## config.mk

```make
export PLATFORM = sky130hd
export DESIGN_NAME = pipe_compress_tree
export DESIGN_NICKNAME = d
export VERILOG_FILES = /design/src/rtl/pipe_compress_tree.sv
export SDC_FILE = /design/constraint.sdc
export NUM_CORES = 2
export LEC_CHECK = 0
export ABC_AREA = 1
export BUFFER_PORTS_ARGS = -buffer_cell sky130_fd_sc_hd__buf_2
export CORE_AREA = 10 10 383 385
export CTS_CLUSTER_DIAMETER = 80
export DETAILED_ROUTE_END_ITERATION = 7
export DIE_AREA = 0 0 393 395
export GPL_TIMING_DRIVEN = 0
export SKIP_CTS_REPAIR_TIMING = 1
export SLEW_MARGIN = 40
export SYNTH_ARGS = -nofsm -noshare
export SYNTH_HDL_FRONTEND = slang
export SYNTH_SLANG_ARGS = --single-unit
```

## constraint.sdc

```tcl
create_clock -name clk -period 38.7 [get_ports clk]
set_clock_uncertainty 0.15 [all_clocks]
set_input_delay 3.87 -clock clk [delete_from_list [all_inputs] [get_ports clk]]
set_output_delay 3.87 -clock clk [all_outputs]
set_load 0.03 [all_outputs]
```

## src/rtl/pipe_compress_tree.sv

```systemverilog
// Pipelined 3:2 carry-save compressor tree for Booth partial products, valid/ready handshake.
// Optional carry-propagate output stage enabled by defining PIPE_COMPRESS_TREE_FINAL_ADD_EN.
module pipe_compress_tree #(
    parameter int W         = 32,
    parameter int REG_EVERY = 2,
    parameter int TAG_W     = 4
) (
    input  logic                       clk,
    input  logic                       rst,
    input  logic                       in_valid,
    output logic                       in_ready,
    input  logic [(W/2+1)*(W+2)-1:0]   pp,
    input  logic [W/2-1:0]             neg,
    input  logic [TAG_W-1:0]           in_tag,
    output logic                       out_valid,
    input  logic                       out_ready,
    output logic [2*W-1:0]             out_s,
    output logic [2*W-1:0]             out_c,
    output logic [TAG_W-1:0]           out_tag
);

    localparam int NPP = W / 2 + 1;
    localparam int R0  = NPP + 1;
    localparam int W2  = 2 * W;

    function automatic int next_rows(input int r);
        return 2 * (r / 3) + (r % 3);
    endfunction

    function automatic int rows_at(input int lvl);
        int r;
        r = R0;
        for (int i = 0; i < lvl; i++) r = next_rows(r);
        return r;
    endfunction

    function automatic int calc_depth();
        int r;
        int d;
        r = R0;
        d = 0;
        while (r > 2) begin
            r = next_rows(r);
            d++;
        end
        return d;
    endfunction

    localparam int D = calc_depth();
    localparam int L = (D + REG_EVERY - 1) / REG_EVERY;
`ifdef PIPE_COMPRESS_TREE_FINAL_ADD_EN
    localparam int NST = L + 1;
`else
    localparam int NST = L;
`endif

    // Weighted, sign-extended rows feeding the first reduction level
    logic [W2-1:0] init_rows [R0];
    logic [W2-1:0] neg_row;
    logic          unused_pp_hi;

    assign unused_pp_hi = ^pp[(NPP-1)*(W+2)+W +: 2];

    always_comb begin
        neg_row = '0;
        for (int i = 0; i < W / 2; i++) neg_row[2*i] = neg[i];
        for (int i = 0; i < W / 2; i++) begin
            init_rows[i] = {{(W-2){pp[i*(W+2)+W+1]}}, pp[i*(W+2) +: W+2]} << (2 * i);
        end
        init_rows[NPP-1] = {pp[(NPP-1)*(W+2) +: W], {W{1'b0}}};
        init_rows[R0-1]  = neg_row;
    end

    // Per-stage handshake state
    logic [NST-1:0]   valid_d, valid_q;
    logic [NST-1:0]   stage_ready, stage_load, stage_in_valid;
    logic [TAG_W-1:0] tag_d [NST];
    logic [TAG_W-1:0] tag_q [NST];
    logic [TAG_W-1:0] stage_in_tag [NST];

    genvar gi, gj;
    generate
        for (gi = 0; gi < NST; gi++) begin : gen_stg
            if (gi == 0) begin : gen_first
                assign stage_in_valid[gi] = in_valid;
                assign stage_in_tag[gi]   = in_tag;
            end else begin : gen_next
                assign stage_in_valid[gi] = valid_q[gi-1];
                assign stage_in_tag[gi]   = tag_q[gi-1];
            end
        end
    endgenerate

    // A stage can take data if it, or any stage after it, has a hole, or the sink drains
    always_comb begin
        stage_ready = '0;
        for (int k = 0; k < NST; k++) begin
            stage_ready[k] = out_ready;
            for (int j = k; j < NST; j++) begin
                if (!valid_q[j]) stage_ready[k] = 1'b1;
            end
        end
        stage_load = stage_ready & stage_in_valid;
        for (int k = 0; k < NST; k++) begin
            valid_d[k] = stage_ready[k] ? stage_in_valid[k] : valid_q[k];
            tag_d[k]   = stage_load[k] ? stage_in_tag[k] : tag_q[k];
        end
    end

    always_ff @(posedge clk or posedge rst) begin
        if (rst) begin
            valid_q <= '0;
            for (int k = 0; k < NST; k++) tag_q[k] <= '0;
        end else begin
            valid_q <= valid_d;
            tag_q   <= tag_d;
        end
    end

    assign in_ready  = stage_ready[0] & ~rst;
    assign out_valid = valid_q[NST-1];
    assign out_tag   = tag_q[NST-1];

    generate
        for (gi = 0; gi < D; gi++) begin : gen_lvl
            localparam int  RI     = rows_at(gi);
            localparam int  RO     = rows_at(gi + 1);
            localparam int  NG     = RI / 3;
            localparam bit  IS_REG = ((gi + 1) % REG_EVERY == 0) || (gi == D - 1);

            logic [W2-1:0] in_rows  [RI];
            logic [W2-1:0] out_rows [RO];
            logic [W2-1:0] nxt_rows [RO];

            if (gi == 0) begin : gen_src
                assign in_rows = init_rows;
            end else begin : gen_src
                assign in_rows = gen_lvl[gi-1].nxt_rows;
            end

            for (gj = 0; gj < NG; gj++) begin : gen_csa
                assign out_rows[2*gj]   = in_rows[3*gj] ^ in_rows[3*gj+1] ^ in_rows[3*gj+2];
                assign out_rows[2*gj+1] = ((in_rows[3*gj] & in_rows[3*gj+1]) |
                                           (in_rows[3*gj] & in_rows[3*gj+2]) |
                                           (in_rows[3*gj+1] & in_rows[3*gj+2])) << 1;
            end

            for (gj = 0; gj < RI % 3; gj++) begin : gen_pass
                assign out_rows[2*NG+gj] = in_rows[3*NG+gj];
            end

            if (IS_REG) begin : gen_reg
                localparam int STG = gi / REG_EVERY;
                logic [W2-1:0] rows_d [RO];
                logic [W2-1:0] rows_q [RO];

                always_comb begin
                    rows_d = rows_q;
                    if (stage_load[STG]) rows_d = out_rows;
                end

                always_ff @(posedge clk or posedge rst) begin
                    if (rst) begin
                        for (int j = 0; j < RO; j++) rows_q[j] <= '0;
                    end else begin
                        rows_q <= rows_d;
                    end
                end

                assign nxt_rows = rows_q;
            end else begin : gen_comb
                assign nxt_rows = out_rows;
            end
        end
    endgenerate

`ifdef PIPE_COMPRESS_TREE_FINAL_ADD_EN
    logic [W2-1:0] sum_d, sum_q;

    always_comb begin
        sum_d = sum_q;
        if (stage_load[L]) sum_d = gen_lvl[D-1].nxt_rows[0] + gen_lvl[D-1].nxt_rows[1];
    end

    always_ff @(posedge clk or posedge rst) begin
        if (rst) sum_q <= '0;
        else     sum_q <= sum_d;
    end

    assign out_s = sum_q;
    assign out_c = '0;
`else
    assign out_s = gen_lvl[D-1].nxt_rows[0];
    assign out_c = gen_lvl[D-1].nxt_rows[1];
`endif

endmodule

```

* Word level (Yosys, flattened, before mapping)
Index checks and enable logic that the tools add are counted.
** Operators by class
- Muxes and demuxes :: 6
- Bitwise operators :: 115
** Operators by type and width (number)
- 63-bit AND :: 46
- 63-bit bitwise OR :: 32
- 64-bit bitwise XOR :: 31
- 63-bit by 31-bit AND with 63-bit output :: 2
- 64-bit by 31-bit bitwise XOR with 64-bit output :: 1
- 1-bit two-way mux :: 6
- 3-bit AND :: 1
- 1-bit AND :: 1
- 1-bit NOT :: 1
** Word-level totals
- Bits in registers :: 904
- Input port bits :: 602
- Output and inout port bits :: 134

* Depth between registers and ports, before layout
- Depth after elaboration :: 6
- Gate-level depth with buffers :: 8

* Worst setup path after synthesis
No wires, ideal clock.
- Path kind :: input to output
- From :: input rst
- To :: output in_ready
- Data arrival time :: 18947 ps
- Required time :: 34680 ps
- Slack :: 15733 ps
- Stages :: 3
- Buffers on the path :: 0
- Path through :: inv_1 > nand2_1 > inv_1
** Between the ends
- Word-level cells in the longest chain between the ends :: 2
** RTL lines
- from (decl) :: line 9 : input logic rst,
- 1-bit NOT :: line 120 : assign in_ready = stage_ready[0] & ~rst;
- 1-bit AND :: line 120
- to (decl) :: line 11 : output logic in_ready,
Every way passes these cells.

* Worst setup path after layout
Ends and elaborated chain as after synthesis.

==> flow_metrics.py <==
metrics = {
    "status": {
        "outcome": "complete, no violations",
    },
    "critical_path": {
        "worst-endpoint-arrival_ns": 5.86,
        "worst_setup_path_end_kind": "primary output",
        "reg2reg_to": "out_s[28]$_DFFE_PP0P_",
        "critPathMaxFanout": 75,
        "cp-start-kind": "primary input",
        "r2r_start": "valid_q[2]$_DFFE_PP0N_",
        "timing.critical_path.required_ns": 34.68,
        "path_class": "in -> out",
        "r2r_cells": 7,
        "regToRegSetupSlack_ns": 36.07,
    },
    "routing": {
        "vias": 30300,
        "first_pass_iters": 5,
        "drcViolationCount": 0,
        "vias_per_cell": 4.35,
        "wire_per_inst_microns": 21.5,
        "antenna_left": 0,
        "drt-total-wl_mm": 149,
        "drt_iter0_drc": 1889,
    },
    "power_and_ir_drop": {
        "peakVddDrop_v": 0.0000354,
        "p_leak_nw": 27.9,
        "power.density_mw_per_mm2": 68.2,
    },
    "clock_network": {
        "cts_tree": "yes",
        "clockBufferDepth": 3,
        "cts.sinks": 690,
        "cts-htree-levels": 3,
        "cts_buffers": 86,
        "clkSlewWorstSetupHoldPaths_ns": 0.06,
        "cts_root_buf": "clkbuf_16",
        "clk_latency_ns": 0.68,
    },
    "floorplanning": {
        "io-pin-count": 736,
        "die_y_microns": 395,
        "dieArea_sq_mm": 0.155,
        "start_util": 0.298,
        "rows": 137,
        "core_area_sq_mm": 0.139,
        "die_w_microns": 393,
    },
    "job": {
        "maxCapViolations": 0,
    },
    "global_route": {
        "grtUsageTotal": 0.192,
        "grt_pass1_vias": 33600,
        "grt_pass1_wl_mm": 217,
        "grt.overflow.total": 0,
        "antenna_found_initial": 22,
        "grt_start_max_net_pins": 78,
    },
    "hold_path": {
        "hold_path_class": "reg -> reg",
        "hp-start": "out_c[11]$_DFFE_PP0P_",
        "min_to": "out_c[11]$_DFFE_PP0P_",
        "holdPathStages": 2,
    },
    "synthesis": {
        "synth_top_area_cell": "dfrtp_1",
        "async_flop_share": 1.00,
        "synthTopCellsByArea": "dfrtp_1 42%, fa_1 27%, nand2_1 13%, inv_1 8.4%, ha_1 3.3%",
        "ys_seq_elements": 690,
        "synthesis.area_sq_mm": 0.0414,
        "ys_seq_area_frac": 0.417,
        "ys_warn_count": 0,
        "synth_top_area_share": 0.417,
        "synth.distinct_cells": 19,
        "syn_area_per_cell_sq_um": 9.72,
        "synth-main-ff-cell": "dfrtp_1",
        "synthCells": 4258,
        "synth_edf_count": 0,
    },
    "sta": {
        "fmax_mhz": 101,
        "report.final.setup_viol": 0,
        "slew_headroom": 0.425,
        "finalCritPeriodShare": 0.255,
        "hold_viol": 0,
        "finalMaxSlewViolations": 0,
        "worst_pin_slew_ns": 0.863,
        "rsz0062_at_grt": "no",
        "fin_crit_ns": 9.88,
        "final.setup.tns_ns": 0,
    },
    "finish": {
        "area_growth_pct": 22.1,
        "layout_common_cells": "1473 x nand2_1, 929 x inv_1, 837 x buf_2, 689 x dfrtp_1, 557 x fa_1",
        "nFillCells": 14200,
        "final_common_cell": "nand2_1",
        "layout.nets": 6356,
        "drive_gt1_frac": 0.198,
        "final_core_util": 0.364,
    },
    "placement": {
        "globalplace.congestion": 0.905,
        "numPortBuffers": 728,
        "dp_hpwl_mm": 121,
    },
}
kinds of logic (layout without fill, tap and decap cells):
kind of cell,count (synthesis),count (layout),synth area share
AND/OR/NAND/NOR,1483,1483,0.135
buffers and inverters,1089,1980,0.103
flip-flops,690,690,0.417
adder cells (fa/ha/maj),666,666,0.302
AO/OA/AOI/OAI,312,312,0.0377
XOR/XNOR,17,17,0.00360
other,1,12,0.0000906
cells in the mapped netlist, types with 2 or more instances:
master / instances
o21ai_1: 156
nand3_1: 5
buf_4: 15
nand2b_1: 2
dfrtp_1: 690
buf_2: 109
inv_2: 2
inv_1: 931
o21ai_0: 156
xnor2_1: 4
xor2_1: 13
nand2_1: 1473
clkbuf_1: 32
ha_1: 109
fa_1: 557
worst max-delay path by stage:
stage	from	to	slack (ns)	cells after the start
2_1_floorplan	rst	gen_lvl[1].gen_reg.rows_q[100]$_DFFE_PP0P_	15.31	1
3_3_place_gp	rst	gen_lvl[1].gen_reg.rows_q[353]$_DFFE_PP0P_	6.71	2
3_5_place_dp	rst	in_ready	28.71	8
4_1_cts	rst	in_ready	28.70	8
5_1_grt	rst	in_ready	28.49	8
6_report	rst	in_ready	28.82	8
layer usage:
layer	GRT usage	vias to the layer above	routed length, microns
li1	-	14000	-
met1	0.244	15300	61800
met2	0.316	889	71300
met3	0.0495	221	11500
met4	0.0632	12	4860
met5	0	-	75
area by class of cell:
cell class | instances | area, sq um | area share
diodes | 7 | 17.5 | 0.000347
plain buffers | 156 | 791 | 0.0157
clock buffers | 119 | 2480 | 0.0490
clock inverters | 34 | 442 | 0.00874
inverters | 933 | 3510 | 0.0695
multi-input cells | 2483 | 19800 | 0.393
flip-flops and latches | 690 | 17300 | 0.342
well taps | 1807 | 2260 | 0.0447
repair buffers | 738 | 3920 | 0.0776
where the power goes:
part / switching [mW] / total (mW) / internal [mW] / leakage [nW]
Combinational: 0.950 / 1.48 / 0.533 / 17.9
Clock: 0.339 / 0.830 / 0.491 / 1.41
Sequential: 0.162 / 1.13 / 0.971 / 8.59
Total: 1.45 / 3.45 / 2.00 / 27.9
flip-flops by register name, summed over array words and instances, names as in the netlist:
signal and count:
gen_lvl.gen_reg.rows_q 552, out_tag 4, out_c 59, out_s 64, valid_q 3, stage_in_tag 8
critical path, stage by stage:
cell and delay, ns:
buf_2 0.13, inv_8 0.27, buf_16 0.32, buf_16 0.36, buf_16 0.37, nand2_1 0.10, inv_1 0.06, buf_2 0.24
per-stage QoR:
stage                     instances  setup slack [ns]  area (sq um)  hold WS [ns]  power [mW]
after CTS                      6960             28.70         50500         0.310        3.50
after detailed placement       6807             28.71         47600         0.310        2.65
after global placement         6797              6.71         47300         0.305        2.62
after global routing           6962             28.49         50500         0.344        3.74
final                          6967             28.82         50500         0.323        3.45
after floorplan                4262             15.31         41400         0.292        2.04
No activity file was read; power rests on OpenSTA's default activity.
